$ cat src/rtl/alu_wb_buffer.sv
// Result FIFO between the combinational ALU and the shared writeback port.
// Absorbs writeback stalls and cuts the ALU-to-scoreboard timing path.
module alu_wb_buffer #(
    parameter int unsigned XLEN          = 32,
    parameter int unsigned DEPTH         = 2,
    parameter int unsigned TRANS_ID_BITS = 3
) (
    input  logic                       clk_i,
    input  logic                       rst_ni,
    input  logic                       flush_i,
    input  logic                       alu_valid_i,
    output logic                       alu_ready_o,
    input  logic [XLEN-1:0]            alu_result_i,
    input  logic [TRANS_ID_BITS-1:0]   alu_trans_id_i,
    output logic                       wb_valid_o,
    input  logic                       wb_ready_i,
    output logic [XLEN-1:0]            wb_result_o,
    output logic [TRANS_ID_BITS-1:0]   wb_trans_id_o,
    output logic [$clog2(DEPTH):0]     count_o
);

    localparam int unsigned PTR_W = $clog2(DEPTH);
    localparam int unsigned CNT_W = PTR_W + 1;

    if (DEPTH < 2 || (DEPTH & (DEPTH - 1)) != 0) begin : g_bad_depth
        $error("alu_wb_buffer: DEPTH must be a power of two and at least 2");
    end

    logic [XLEN-1:0]          result_q [DEPTH];
    logic [TRANS_ID_BITS-1:0] trans_id_q [DEPTH];
    logic [PTR_W-1:0]         wr_ptr_q, wr_ptr_d;
    logic [PTR_W-1:0]         rd_ptr_q, rd_ptr_d;
    logic [CNT_W-1:0]         count_q, count_d;
    logic                     push, pop;

    // Handshakes depend only on registered occupancy; flush masks both.
    assign alu_ready_o = (count_q < CNT_W'(DEPTH));
    assign wb_valid_o  = (count_q != '0);
    assign push        = alu_valid_i && alu_ready_o && !flush_i;
    assign pop         = wb_valid_o && wb_ready_i && !flush_i;
    assign count_o     = count_q;

    assign wb_result_o   = wb_valid_o ? result_q[rd_ptr_q]   : '0;
    assign wb_trans_id_o = wb_valid_o ? trans_id_q[rd_ptr_q] : '0;

    always_comb begin
        wr_ptr_d = wr_ptr_q;
        rd_ptr_d = rd_ptr_q;
        count_d  = count_q;
        if (flush_i) begin
            wr_ptr_d = '0;
            rd_ptr_d = '0;
            count_d  = '0;
        end else begin
            if (push) wr_ptr_d = wr_ptr_q + PTR_W'(1);
            if (pop)  rd_ptr_d = rd_ptr_q + PTR_W'(1);
            unique case ({push, pop})
                2'b10:   count_d = count_q + CNT_W'(1);
                2'b01:   count_d = count_q - CNT_W'(1);
                default: count_d = count_q;
            endcase
        end
    end

    always_ff @(posedge clk_i or negedge rst_ni) begin
        if (!rst_ni) begin
            wr_ptr_q <= '0;
            rd_ptr_q <= '0;
            count_q  <= '0;
        end else begin
            wr_ptr_q <= wr_ptr_d;
            rd_ptr_q <= rd_ptr_d;
            count_q  <= count_d;
        end
    end

    // Payload storage carries no reset; occupancy gates what is visible.
    always_ff @(posedge clk_i) begin
        if (push) begin
            result_q[wr_ptr_q]   <= alu_result_i;
            trans_id_q[wr_ptr_q] <= alu_trans_id_i;
        end
    end

`ifndef SYNTHESIS
    a_count_bound : assert property (@(posedge clk_i) disable iff (!rst_ni)
        count_q <= CNT_W'(DEPTH));

    a_no_pop_empty : assert property (@(posedge clk_i) disable iff (!rst_ni)
        pop |-> (count_q != '0));

    a_stall_stable : assert property (@(posedge clk_i) disable iff (!rst_ni)
        (wb_valid_o && !wb_ready_i && !flush_i) |=>
        (wb_valid_o && $stable(wb_result_o) && $stable(wb_trans_id_o)));

    a_upstream_overrun : assert property (@(posedge clk_i) disable iff (!rst_ni)
        (alu_valid_i && !flush_i) |-> alu_ready_o)
        else $warning("alu_wb_buffer: ALU result dropped, buffer was full");
`endif

endmodule
$ cat config.mk
export PLATFORM = sky130hd
export DESIGN_NAME = alu_wb_buffer
export DESIGN_NICKNAME = d
export VERILOG_FILES = /design/src/rtl/alu_wb_buffer.sv
export SDC_FILE = /design/constraint.sdc
export NUM_CORES = 1
export LEC_CHECK = 0
export ABC_CLOCK_PERIOD_IN_PS = 6250
export CAP_MARGIN = 10
export CORE_ASPECT_RATIO = 1.5
export CORE_MARGIN = 2
export CORE_UTILIZATION = 51
export CTS_CLUSTER_DIAMETER = 40
export CTS_CLUSTER_SIZE = 12
export DETAILED_ROUTE_END_ITERATION = 8
export PLACE_DENSITY = 0.88
export SLEW_MARGIN = 25
export SYNTH_ARGS = -nofsm -noshare
export SYNTH_HDL_FRONTEND = slang
export SYNTH_SLANG_ARGS = --single-unit
$ cat constraint.sdc
create_clock -name clk_i -period 6.25 [get_ports clk_i]
set_clock_uncertainty 0.2 [all_clocks]
set_input_delay 0.625 -clock clk_i [delete_from_list [all_inputs] [get_ports clk_i]]
set_output_delay 0.625 -clock clk_i [all_outputs]
set_load 0.01 [all_outputs]
==> summary.txt, run 1 <==
Critical path
  – Delay-heaviest family, CP: flip-flops
  – Critical Path RT: 5420 ps
  – Crit path from: rd_ptr_q
  – CP Buf/Inv Count: 1
  – Slowest cell on crit path: dfrtp_2
  – Max FO, Critical Path: 36
  – Max incr delay on CP: 1040 ps
  – Arrival @ worst endpoint: 2270 ps
  – Kind of critical path: reg -> out
  – Reg2Reg Launch Point: count_o[1]
  – CP Launch Type: register
  – Cell breakdown of the critical path: mux2i_1, nor2_1, clkdlybuf4s50_1
  – CP Capture Type: output port

Drt
  – Drt via density: 4.92
  – DRT Pass-1 Iters: 4
  – Detailed Route Iter0 Violations: 39
  – Drt drc: 0
  – Total Routed Length: 4.94 mm
  – Vias: 1,619
  – Routed length per instance: roughly 15 um
  – Antenna-violating nets left: 0

Placed design
  – IO buf count: 78
  – Placer congestion estimate: between 0.7 and 0.8
  – Dpl hpwl: 3.41 mm

Global route
  – First-pass GRT wire length: 7.50 mm
  – Gr usage total: 0.171
  – GR Overflow Total: 0
  – Largest net degree at the start of global routing: 37
  – Number of global-route vias before repair: 1,637
  – Antenna violations before repair: 0

Timing
  – Fin. Hold Viols: 0
  – Slew @ Worst Pin: 1010 ps
  – Min Hold Slack: approximately 280 ps
  – Min Tclk post-route: 3090 ps
  – Fmax: 0.323 GHz
  – Tcrit/Tclk final: 0.495
  – Slew HR: 0.326
  – Final setup fails: 0
  – RSZ-0062 raised after global routing: no
  – Setup TNS: 0 ps
  – Slew Viols, Final: 0

Layout
  – Diodes inserted: 0
  – Commonest cells after routing, fill and taps aside: clkdlybuf4s50_1 (78), edfxtp_1 (70), nor2_1 (37), mux2i_1 (35), clkbuf_8 (9)
  – Most common cell after layout, fill and taps aside: clkdlybuf4s50_1
  – Register area: 2200 um2
  – Fin nets: 294
  – Filler Cell Count: 352
  – Layout area overhead: 38.5%
  – Fraction of layout cells with a size suffix above 1: 0.0927
  – Multi-input gate area: roughly 630 um2

Power
  – Clock network fraction of design power: 0.397
  – Internal power: 941 uW
  – Pwr/cell area: 293 nW/um2
  – Comb power frac: 0.105
  – Leak pwr: 0.00134 uW
  – Worst vdd ir: ~0.00024 V
  – Switching share of power: 0.193
  – Sw power: 225 uW
  – Reg power frac: 0.498
  – Overall power: between 1000 and 1500 uW

Floorplan
  – Die Area: around 6300 um2
  – Core Area: 5450 um2
  – Die Wd: 65.3 um
  – Die Ht: 96.0 um
  – Initial core utilization: 0.528
  – Site Rows: 33
  – I/O pin count: just under 80

Clock tree
  – H-Tree Depth: 3
  – CTS tree: built
  – Root Buffer: clkbuf_8
  – Reg clk slew, reported paths: 60 ps
  – CTS hold repair buffers: 0
  – Longest Clk Path Bufs: 2
  – Setup bufs post-CTS: 0
  – Cts repair resizes: 0
  – Worst-Skew Late Latency: 330 ps
  – CTS sink cnt: 74
  – Total CTS buffers: 9

Synth
  – Syn_nets: 210
  – Register area share after synthesis: 0.766
  – Synth top area cells: edfxtp_1 (73%), mux2i_1 (12%), nor2_1 (4.8%)
  – Synth unique cells: 21
  – Syn_area_per_cell: roughly 17 um2
  – Leading area contributor after synthesis: edfxtp_1
  – Synth Instances: 170
  – FF+latch count, synth: 74
  – YS warnings: 0
  – Mapped Area: between 2000 and 3000 um2
  – Synth top area share: 0.731

Flow run
  – Max-capacitance violation count: 0

Hold path
  – Hold Crit Class: in -> async

Run status
  – Status: complete, no violations
## final timing paths
kind,to,slack [ps],cells past startpoint
worst min-delay path,count_o[0],280,1
worst min register to register,count_o[1],470,2
min in group clk_i,count_o[1],470,2
worst max-delay path,wb_result_o[23],3160,3
worst max register to register,result_q[1][11],3990,3
max in group asynchronous,rd_ptr_q,5400,1
## cell usage after synthesis
| cell type | instances |
|---|---|
| mux2_4 | 1 |
| xor2_1 | 2 |
| buf_2 | 3 |
| nor3_1 | 1 |
| nor2_1 | 37 |
| inv_1 | 2 |
| buf_6 | 3 |
| nand2_1 | 1 |
| nand2b_1 | 1 |
| buf_4 | 1 |
| nor2b_1 | 1 |
| o21ai_0 | 2 |
| and2b_4 | 1 |
| nor3b_1 | 1 |
| mux2i_1 | 35 |
| nor2_4 | 1 |
| a21oi_1 | 1 |
| a21oi_2 | 1 |
| nand2b_4 | 1 |
| edfxtp_1 | 70 |
| dfrtp_1 | 4 |
## worst register-to-register path: stages, from the launching register on
cell      delay (ps)
dfrtp_1          460
nand2b_4         210
nor3b_4          650
buf_4            420
## stage by stage
step | util | instance area (um2) | std cells | worst slack [ps]
5_1_grt | 0.731 | 3980 | 329 | 2980
3_5_place_dp | 0.684 | 3730 | 313 | 3330
6_report | 0.731 | 3980 | 329 | 3160
4_1_cts | 0.731 | 3980 | 329 | 3090
3_3_place_gp | 0.681 | 3710 | 313 | 3090
2_1_floorplan | - | 2880 | 170 | 2270
## power groups by stage
stage	logic, uW	registers (uW)	clock network (uW)
final	122	581	462
after global routing	133	583	490
after CTS	125	581	472
after detailed placement	124	592	0
after global placement	120	590	0
after floorplan	61.9	583	0
## flip-flops by register name (all words and copies together), names as in the netlist
| name | flops |
|---|---|
| result_q | 64 |
| trans_id_q | 6 |
| count_o | 2 |
| rd_ptr_q | 1 |
| wr_ptr_q | 1 |
## cells by family after synthesis
family	Yosys count	share of synthesized area
AO/OA/AOI/OAI	4	0.00827
XOR/XNOR	2	0.00609
buffers and inverters	9	0.0222
flip-flops	74	0.766
multiplexers	36	0.127
AND/OR/NAND/NOR	45	0.0705
## metal layers
metal | GRT usage | vias up | wire (um)
met4 | 0.0729 | 0 | 78
met2 | 0.326 | 42 | 2960
li1 | - | 787 | -
met1 | 0.168 | 782 | 1720
met3 | 0.0515 | 8 | 190
met5 | 0 | - | 0
## layout make-up
class,instances,share of cell area
multi-input cells,87,0.159
clock inverters,6,0.0324
well taps,70,0.0220
clock buffers,10,0.0320
flip-flops and latches,74,0.553
inverters,2,0.00189
repair buffers,80,0.200
(Power assumes the default switching activity.)
==> inputs of run 2 (changes only) <==
Settings changed: ABC_CLOCK_PERIOD_IN_PS 6250 to 2900, CORE_UTILIZATION 51 to 47, PLACE_DENSITY 0.88 to 0.82.
Clock period 6.25 ns to 2.9 ns, I/O delays scaled along.
==> summary.txt, run 2 (same netlist as run 1, synthesis figures left out) <==
Run status
  – Status: complete, no violations

Hold path
  – WHS Path Cells: 1
  – Hold Crit Class: in -> reg

Layout
  – Fin nets: 298
  – Utilization after layout: 0.670
  – Diodes inserted: 0
  – Layout area overhead: 36.9%
  – Commonest cells after routing, fill and taps aside: clkdlybuf4s50_1 (78), edfxtp_1 (70), nor2_1 (37), mux2i_1 (35), clkbuf_8 (9)
  – Final design area excluding fillers: 3940 um2
  – Max reg flops: 64
  – Reg with most FFs: result_q
  – Fraction of layout cells with a size suffix above 1: 0.0916
  – Most common cell after layout, fill and taps aside: clkdlybuf4s50_1

Critical path
  – Crit path from: rd_ptr_q
  – Reg2Reg Launch Point: count_o[1]
  – CP Launch Type: register
  – Stages on worst setup path: 4
  – FF-to-FF End: trans_id_q[0][0]
  – Max FO, Critical Path: 21
  – Delay-heaviest family, CP: buffers and inverters
  – CP Capture Type: output port
  – Kind of critical path: reg -> out
  – Cell breakdown of the critical path: buf_12, mux2i_1, nor2_1, clkdlybuf4s50_1
  – Critical Path RT: 2410 ps
  – Max incr delay on CP: between 600 and 700 ps
  – Slowest cell on crit path: dfrtp_2
  – CP Buf/Inv Count: 2
  – Arrival @ worst endpoint: a little over 2000 ps
  – Reg2Reg Setup Slack: 1100 ps
  – Reg2reg path depth: 3
  – CP endpoint: wb_result_o[19]

Drt
  – Met1 WL: approximately 1.8 mm
  – Top Metal Used: met4
  – DRT Pass-1 Iters: 4
  – Vias: 1,670
  – Total Routed Length: 5.12 mm
  – Detailed Route Iter0 Violations: 80
  – Routed length per instance: 15.3 um
  – DR WL met3: about 240 um
  – Drt drc: 0
  – Drt via density: approximately 5.0
  – Antenna-violating nets left: 0
  – Met2 WL: approximately 2.9 mm

Floorplan
  – Die Area: around 6800 um2
  – Die Wd: 67.9 um
  – I/O pin count: between 70 and 80
  – Core Area: 5870 um2
  – Initial core utilization: 0.490
  – Die Ht: 99.8 um
  – Site Rows: 34

Power
  – Pwr/cell area: 543 nW/um2
  – Leak pwr: about 0.0013 uW
  – Worst vdd ir: 0.000409 V
  – Overall power: 2140 uW

Clock tree
  – Reg clk slew, reported paths: 70 ps
  – CTS tree: built
  – Longest Clk Path Bufs: 2
  – Worst-Skew Late Latency: 330 ps
  – Cts repair resizes: 0
  – Root Buffer: clkbuf_8
  – CTS sink cnt: 74
  – Total CTS buffers: 9
  – H-Tree Depth: 3

Timing
  – Min Tclk post-route: 2550 ps
  – Final setup fails: 0
  – Slew @ Worst Pin: 476 ps
  – Slew HR: 0.683
  – Setup TNS: 0 ps
  – Tcrit/Tclk final: 0.878
  – Slew Viols, Final: 0
  – Fmax: 0.393 GHz
  – RSZ-0062 raised after global routing: no
  – Fin. Hold Viols: 0
  – Min Hold Slack: 340 ps

Global route
  – GR Overflow Total: 0
  – First-pass GRT wire length: 7.89 mm
  – Number of global-route vias before repair: 1,697
  – Antenna violations before repair: 0
  – Largest net degree at the start of global routing: 36
  – Gr usage total: 0.166

Flow run
  – Max-capacitance violation count: 0

Placed design
  – Dpl hpwl: 3.55 mm
  – IO buf count: 78
  – Placed Area: 3780 um2
  – Placer congestion estimate: 0.729
==> run 2: what timing repair did <==
item | 4_1_cts | 5_1_grt
endpoints found under the hold margin | 4 | 0
hold buffers | 1 | 0
setup buffers | 0 | 0
==> run 2: worst min-delay path by stage <==
stage / start / endpoint / slack [ps]
after floorplan: rst_ni / count_o[0] / -210
final: alu_result_i[19] / result_q[1][19] / 340
after CTS: alu_result_i[20] / result_q[0][20] / 320
after global placement: rst_ni / count_o[0] / 320
after detailed placement: rst_ni / count_o[0] / 310
after global routing: alu_result_i[19] / result_q[0][19] / 320
==> run 2: layer usage <==
metal,global-route usage,vias to the layer above
met2,0.286,50
met1,0.178,813
met4,0.106,0
met5,0,-
li1,-,794
met3,0.0370,13
==> run 2: metrics by stage <==
| step | worst slack [ps] | std cells |
|---|---|---|
| floorplan | 180 | 170 |
| global placement | 707 | 318 |
| detailed placement | 685 | 318 |
| CTS | 310 | 334 |
| global route | 237 | 334 |
| finish | 353 | 334 |
==> run 2: area by class of cell <==
class	count	area (um2)
well taps	72	90.1
multi-input cells	87	632
clock buffers	9	124
clock inverters	6	25.0
repair buffers	84	853
inverters	2	7.51
flip-flops and latches	74	2200
fillers	410	1940
==> run 2: report_power, final <==
part	switching (uW)	internal, uW	total [uW]
combinational	123	163	287
sequential	22.8	1220	1240
clock	317	290	607
total	464	1670	2140
==> inputs of run 3 (changes only) <==
Settings changed: TNS_END_PERCENT from default to 10.
==> summary.txt, run 3 (same netlist as run 1, synthesis figures left out) <==
Run status
  – Status: complete, no violations

Timing
  – Fin worst setup slack: 350 ps
  – RSZ-0062 raised after global routing: no
  – Fin. Hold Viols: 0
  – Final setup fails: 0
  – Slew HR: 0.679
  – Tcrit/Tclk final: 0.879
  – Min Tclk post-route: 2550 ps
  – Fmax: 0.392 GHz
  – Slew @ Worst Pin: 482 ps
  – Slew Viols, Final: 0

Layout
  – Register area: 2200 um2
  – Commonest cells after routing, fill and taps aside: clkdlybuf4s50_1 (78), edfxtp_1 (70), nor2_1 (37), mux2i_1 (35), clkbuf_8 (9)
  – Fraction of layout cells with a size suffix above 1: 0.0954
  – Max reg flops: 64
  – Most common cell after layout, fill and taps aside: clkdlybuf4s50_1
  – Multi-input gate area: 626 um2
  – Reg with most FFs: result_q
  – Layout area overhead: 38.0%
  – Fin nets: 297
  – Diodes inserted: 0
  – Filler Cell Count: roughly 430

Drt
  – Vias: 1,655
  – Antenna-violating nets left: 0
  – Drt drc: 0
  – Total Routed Length: about 5.1 mm
  – DRT Pass-1 Iters: 4
  – Drt via density: 4.96
  – Routed length per instance: 15.4 um
  – Detailed Route Iter0 Violations: 73

Clock tree
  – Setup bufs post-CTS: 0
  – Reg clk slew, reported paths: roughly 80 ps
  – CTS hold repair buffers: 1
  – Root Buffer: clkbuf_8
  – Total CTS buffers: 9
  – CTS sink cnt: 74
  – H-Tree Depth: 3
  – CTS tree: built
  – Cts repair resizes: 0
  – Longest Clk Path Bufs: 2
  – Worst-Skew Late Latency: around 330 ps

Global route
  – Gr usage total: 0.168
  – First-pass GRT wire length: about 8 mm
  – Antenna violations before repair: 0
  – GR Overflow Total: 0
  – Number of global-route vias before repair: 1,721
  – Largest net degree at the start of global routing: 36

Critical path
  – Arrival @ worst endpoint: 2060 ps
  – Kind of critical path: reg -> out
  – Reg2reg path depth: 3
  – Reg2Reg Launch Point: count_o[1]
  – Reg2Reg Setup Slack: about 1000 ps
  – FF-to-FF End: result_q[1][2]
  – CP Launch Type: register
  – CP endpoint: wb_result_o[15]
  – Crit path from: count_o[1]
  – Critical Path RT: around 2400 ps
  – CP Capture Type: output port
  – Max FO, Critical Path: 20

Placed design
  – Placer congestion estimate: 0.765
  – IO buf count: 78
  – Setup WS pre-CTS: around 660 ps
  – Dpl hpwl: 3.54 mm

Floorplan
  – Core Area: 5870 um2
  – Die Wd: 67.9 um
  – Site Rows: 34
  – Initial core utilization: 0.490
  – Die Ht: 99.8 um
  – I/O pin count: 79
  – Die Area: 6770 um2

Power
  – Worst vdd ir: 0.000447 V
  – Overall power: about 2300 uW
  – Leak pwr: 0.00133 uW
  – Pwr/cell area: 590 nW/um2

Hold path
  – Hold Crit Class: in -> reg

Flow run
  – Max-capacitance violation count: 0
run 3: where the power goes:
part / internal, uW / total, uW / switching, uW
logic: 159 / 282 / 123
clock network: 474 / 820 / 346
registers: 1220 / 1240 / 20.7
run 3: how the worst min path moves through the flow:
stage | from | endpoint | slack, ps | cells past startpoint
finish | alu_result_i[21] | result_q[0][21] | 340 | 1
global route | alu_result_i[29] | result_q[0][29] | 330 | 1
CTS | alu_result_i[21] | result_q[0][21] | 320 | 1
detailed placement | rst_ni | count_o[0] | 320 | 1
global placement | rst_ni | count_o[0] | 320 | 1
floorplan | rst_ni | count_o[0] | -210 | 0
run 3: cell type report:
| type | count | share of cell area |
|---|---|---|
| multi-input combinational | 87 | 0.158 |
| tap | 72 | 0.0227 |
| clock buffer | 9 | 0.0312 |
| sequential | 74 | 0.555 |
| inverter | 2 | 0.00189 |
| timing repair buffer | 83 | 0.210 |
| clock inverter | 7 | 0.0211 |
run 3: through the flow:
step	TNS, ps	util	instance area, um2	cells	hold slack [ps]
global route	0	0.676	3970	334	330
global placement	0	0.639	3750	317	317
detailed placement	0	0.639	3750	317	322
finish	0	0.676	3970	334	337
floorplan	-29270	-	2880	170	-206
CTS	0	0.676	3970	334	321
run 3: worst max-delay path, cell delays in order (launching register included):
cell and delay [ps]:
dfrtp_1 470, nor2_4 360, buf_4 310, nor2_1 90
clkdlybuf4s50_1 490
run 3: routing by layer:
| metal | part of all wire | wire [um] | vias up | global-route usage |
|---|---|---|---|---|
| li1 | - | - | 796 | - |
| met1 | 0.37 | 1880 | 797 | 0.181 |
| met2 | 0.57 | 2900 | 48 | 0.302 |
| met3 | 0.037 | 188 | 14 | 0.0280 |
| met4 | 0.031 | 159 | 0 | 0.0969 |
| met5 | 0 | 0 | - | 0 |
